`src/rtl/bcd_pkg.sv`:
```
// Shared types and constants for the packed-BCD to binary converter.
package bcd_pkg;

    typedef logic [3:0] bcd_digit_t;

    typedef enum logic [1:0] {
        IDLE,
        SHIFT,
        SUB3,
        DONE
    } b2b_state_t;

    localparam bcd_digit_t BCD_MAX_DIGIT = 4'd9;

    function automatic logic digit_illegal(input bcd_digit_t d);
        return d > BCD_MAX_DIGIT;
    endfunction

endpackage

```
`src/rtl/bcd_sub3_digit.sv`:
```
// Reverse double-dabble digit correction: subtract 3 from digits of 8 or more.
// Latency: combinational.
// Backpressure: none, pure function of its input.
module bcd_sub3_digit
    import bcd_pkg::*;
(
    input  bcd_digit_t d_in,
    output bcd_digit_t d_out
);

    // A digit of 8+ after a right shift came from an odd upper digit; never underflows
    assign d_out = (d_in >= 4'd8) ? (d_in - 4'd3) : d_in;

endmodule

```
`src/rtl/bcd_to_binary.sv`:
```
// Iterative packed-BCD to unsigned-binary converter (reverse double-dabble), flags nibbles > 9.
// Latency: out_valid pulses 2*BIN_W cycles after the accept edge; one result per 2*BIN_W+1 cycles.
// Backpressure: in_ready low while converting; in_valid while busy is ignored, nothing is queued.
module bcd_to_binary
    import bcd_pkg::*;
#(
    parameter int NUM_DIGITS = 4,
    parameter int BIN_W      = 4 * NUM_DIGITS
) (
    input  logic                    clk,
    input  logic                    rst_n,
    input  logic                    in_valid,
    output logic                    in_ready,
    input  logic [4*NUM_DIGITS-1:0] bcd_in,
    output logic                    out_valid,
    output logic [BIN_W-1:0]        bin_out,
    output logic                    out_error
);

    localparam int BCD_W = 4 * NUM_DIGITS;
    localparam int CNT_W = (BIN_W > 1) ? $clog2(BIN_W) : 1;
    localparam logic [CNT_W-1:0] LAST_CNT = CNT_W'(BIN_W - 1);

    b2b_state_t state_q;
    b2b_state_t state_d;

    logic [CNT_W-1:0] count_q;
    logic [BCD_W-1:0] bcd_q;
    logic [BIN_W-1:0] bin_q;
    logic             err_q;

    logic [BCD_W+BIN_W-1:0] work_sh;
    logic [BCD_W-1:0]       bcd_adj;
    logic                   in_err;
    logic                   accept;
    logic                   last_shift;

    assign in_ready   = (state_q == IDLE);
    assign accept     = in_valid && in_ready;
    assign last_shift = (state_q == SHIFT) && (count_q == LAST_CNT);
    assign work_sh    = {bcd_q, bin_q} >> 1;

    for (genvar i = 0; i < NUM_DIGITS; i++) begin : g_sub3
        bcd_sub3_digit u_sub3 (
            .d_in  (bcd_q[4*i +: 4]),
            .d_out (bcd_adj[4*i +: 4])
        );
    end

    always_comb begin
        in_err = 1'b0;
        for (int i = 0; i < NUM_DIGITS; i++) begin
            in_err = in_err | digit_illegal(bcd_in[4*i +: 4]);
        end
    end

    always_comb begin
        state_d = state_q;
        unique case (state_q)
            IDLE:    if (accept) state_d = SHIFT;
            SHIFT:   state_d = (count_q == LAST_CNT) ? DONE : SUB3;
            SUB3:    state_d = SHIFT;
            DONE:    state_d = IDLE;
            default: state_d = IDLE;
        endcase
    end

    always_ff @(posedge clk or negedge rst_n) begin
        if (!rst_n) begin
            state_q <= IDLE;
        end else begin
            state_q <= state_d;
        end
    end

    always_ff @(posedge clk or negedge rst_n) begin
        if (!rst_n) begin
            count_q <= '0;
            bcd_q   <= '0;
            bin_q   <= '0;
            err_q   <= 1'b0;
        end else begin
            unique case (state_q)
                IDLE: begin
                    if (accept) begin
                        bcd_q   <= bcd_in;
                        bin_q   <= '0;
                        err_q   <= in_err;
                        count_q <= '0;
                    end
                end
                SHIFT: begin
                    {bcd_q, bin_q} <= work_sh;
                    count_q        <= count_q + CNT_W'(1);
                end
                SUB3:    bcd_q <= bcd_adj;
                default: ;
            endcase
        end
    end

    // Outputs are loaded on the edge into DONE so the pulse and data land in the DONE cycle
    always_ff @(posedge clk or negedge rst_n) begin
        if (!rst_n) begin
            out_valid <= 1'b0;
            bin_out   <= '0;
            out_error <= 1'b0;
        end else begin
            out_valid <= last_shift;
            if (last_shift) begin
                bin_out   <= err_q ? '0 : work_sh[BIN_W-1:0];
                out_error <= err_q;
            end
        end
    end

endmodule

```
`config.mk`:
```
export PLATFORM = sky130hd
export DESIGN_NAME = bcd_to_binary
export DESIGN_NICKNAME = d
export VERILOG_FILES = /design/src/rtl/bcd_pkg.sv /design/src/rtl/bcd_sub3_digit.sv /design/src/rtl/bcd_to_binary.sv
export SDC_FILE = /design/constraint.sdc
export NUM_CORES = 1
export LEC_CHECK = 0
export CAP_MARGIN = 20
export CELL_PAD_IN_SITES_DETAIL_PLACEMENT = 1
export CELL_PAD_IN_SITES_GLOBAL_PLACEMENT = 2
export CORE_MARGIN = 2
export CORE_UTILIZATION = 38
export DETAILED_ROUTE_END_ITERATION = 10
export MAX_ROUTING_LAYER = met4
export PLACE_DENSITY_LB_ADDON = 0.1
export SLEW_MARGIN = 10
export SYNTH_ARGS = -nofsm -noshare
export SYNTH_HDL_FRONTEND = slang
export SYNTH_SLANG_ARGS = --single-unit
```
`constraint.sdc`:
```
create_clock -name clk -period 4.45 [get_ports clk]
set_input_delay 0.445 -clock clk [delete_from_list [all_inputs] [get_ports clk]]
set_output_delay 0.445 -clock clk [all_outputs]
set_load 0.05 [all_outputs]
```
==> impl_results.md <==
* Area Growth Syn to Fin at 18.1%
* CTS tree: built
* RSZ-0062 raised after global routing: false
* Post-synthesis sequential area ratio at 49.0%
* Diode count at 0
* Initial Util at 39.5%
* Antenna violations before repair at 0
* Worst-Skew Late Latency at between 300 and 400 ps
* CTS Root Buffer Type: clkbuf_8
* Die area at just over 8000 sq um
* Post-Route Utilization at between 40% and 50%
* Synth cell types at 34
* Status: completed
* DRT antenna net count at 0
* Filler cells at ~840
* Global Route Usage Sum at between 10% and 20%
* Final wirelength at 6060 um
* CP cell instances: inv_1 -> ha_1 -> clkdlybuf4s50_1
* Fin Setup TNS at 0 ps
* Clk slew on worst S/H paths at approximately 100 ps
* Setup crit start kind: flop
* GPL Wtd Cong at approximately 0.75
* Endpoint type of the worst setup path: output port
* Crit path DAT at 2090 ps
* Synth area leader: dfrtp_1
* Hold Path Class: in2async
* Final worst setup slack at roughly 1900 ps
* Die W at ~90 um
* Reg-to-reg endpoint: bcd_q[4]
* Crit-path leading delay family: buffers and inverters
* Post-Syn Area at around 2900 sq um
* Nets at 340
* Vias in the first global route at 2103
* CP Launch Point: state_q[1]
* Syn nets at 308
* Total grt overflow at 0
* Tightest Pin Transition at approximately 900 ps
* Final period util at 57.0%
* Largest net degree at the start of global routing at 57
* Final instance area at ~3400 sq um
* Mean Syn Cell Area at between 10 and 15 sq um
* R2R depth at 6
* TritonCTS buffer count at 5
* VDD IR max at 0.409 mV
* Core area at 7250 sq um
* Drt drc at 0
* Pwr dens at around 670 nW/um^2
* Max Fclk at 394 MHz
* H-tree levels at 2
* Count leader, synth: dfrtp_1
* Drt via density at between 5 and 6
* Worst Path Buf+Inv at 2
* Critical path class: reg2out
* CP max-delay cell: clkdlybuf4s50_1
* Drt wl/cell at about 15 um
* Setup-failing EPs final at 0
* Clock Skews at approximately 6.2 ps
* Detailed Routing Iterations Pass 1 at 4
* DRT iter0 DRCs at 75
* CP max FO at 5
* Detail Placement HPWL at between 4000 and 5000 um
* Post-synth top cells: 56 x dfrtp_1, 32 x o21ai_0, 28 x nand2_1
* Leakage power at 1.52 nW
* Cells after Synth at about 280
* Hold Vio Cnt, Final at 0
* First-pass GRT wire length at approximately 10000 um
* Share of the synthesized area in the top cell type at between 40% and 50%
* Layout cells sized above 1 at about an eighth
* Slew HR at around 40%
* Primary FF master, synth: dfrtp_1
* Slew Limit Fails at 0
* Multi-input logic area at between 1000 and 1500 sq um
* Critical path's largest stage delay at around 870 ps
* Die height at ~90 um
* CTS Hold Bufs at 0
* Pre-CTS setup slack at just under 2000 ps
* Async SR Flop Fraction at 100%
* I/O Buffers at 37
* Bufs on Longest Clock Path at 2
* Synth area leaders: dfrtp_1 49%, ha_1 6.1%, a22o_2 5.6%, o21ai_0 5.6%, nand2_1 3.7%
* Postcts setup bufs at 0
* Placed Cells at between 300 and 400
* IO Count at 38
* Fin cells at between 400 and 500
* RR Startpoint: state_q[0]
* Max_cap viols at 0
* # rows at 31
* Seq cells post-synth at 56
* Placed inst area at 3290 sq um
* Internal reg-to-reg setup slack at 1960 ps
* Cts repair resizes at 0
* Via Count at 2104
* Clock Sinks at between 50 and 60
* Number of synthesized flops with an enable pin at 0
* Register area at ~1400 sq um
* Fin crit period at between 2000 and 3000 ps
* Crit path required time at ~4000 ps
* Yosys Warn Count at 0
## where the power goes
group | internal [W] | switching, W
Clock | 0.000113 | 0.000176
Combinational | 0.000512 | 0.000620
Sequential | 0.000671 | 0.000169
Total | 0.00130 | 0.000965
## stage by stage
stage	hold slack [ps]	power [W]
after floorplan	149	0.00175
after global placement	458	0.00197
after detailed placement	466	0.00199
after CTS	290	0.00230
after global routing	328	0.00245
final	252	0.00226
## registers in the layout (all words and copies together) (netlist names)
name	flops
out_valid	1
state_q	2
count_q	4
bcd_q	16
out_error	1
bin_q	15
bin_out	16
err_q	1
## worst max path at each step
stage	endpoint	slack (ps)	depth (start not counted)
2_1_floorplan	bcd_q[0]	2430	5
3_3_place_gp	bcd_q[12]	2050	6
3_5_place_dp	bcd_q[4]	1960	6
4_1_cts	in_ready	1880	3
5_1_grt	bcd_q[4]	1750	6
6_report	in_ready	1920	3
## cell type report
class                      count  area share (%)
clock buffer                   5            2.04
clock inverter                 3           0.666
inverter                      21            2.33
multi-input combinational    183            38.4
sequential                    56            41.5
tap                           99            3.67
timing repair buffer          40            11.5
## worst register-to-register path, stage by stage, from the launching register on
cell	delay (ps)
dfrtp_1	430
inv_1	90
ha_1	740
inv_1	440
a221oi_1	350
nor2_1	80
mux2_2	260
## logic make-up (layout without fill, tap and decap cells)
group,Yosys count,in the layout,synth area share (%)
AOI/OAI and AO/OA,87,87,21.8
DFF,56,56,49.0
xor gates and xnor gates,4,4,1.22
buffers and inverters,36,69,5.73
muxes,15,15,5.51
adders and majority gates,14,14,6.12
and+or+nand+nor,63,63,10.6
## metal layers
metal | vias up | global-route usage (%) | share of wire [%]
met5 | - | - | 0
met4 | 0 | 3.79 | 0.89
met3 | 4 | 2.34 | 2.9
met2 | 35 | 25.0 | 46
met1 | 1038 | 21.2 | 50
li1 | 1027 | - | -
## placed cells by master, fill, tap and decap left out, types with 2 or more instances in the layout
cell,instances
clkdlybuf4s50_1,36
nor2_1,12
a21oi_1,11
o21ai_0,32
mux2_2,6
a22o_1,2
inv_1,21
nand2_1,28
mux2i_1,9
buf_4,3
nand2b_1,16
o2bb2ai_1,2
o211ai_1,4
a31oi_1,3
clkbuf_8,5
nand3_1,2
a21o_1,2
ha_1,14
xnor2_1,4
a221o_1,7
dfrtp_1,56
a221oi_1,4
a22o_2,16
Note: power is estimated with default switching activity, not from simulation.
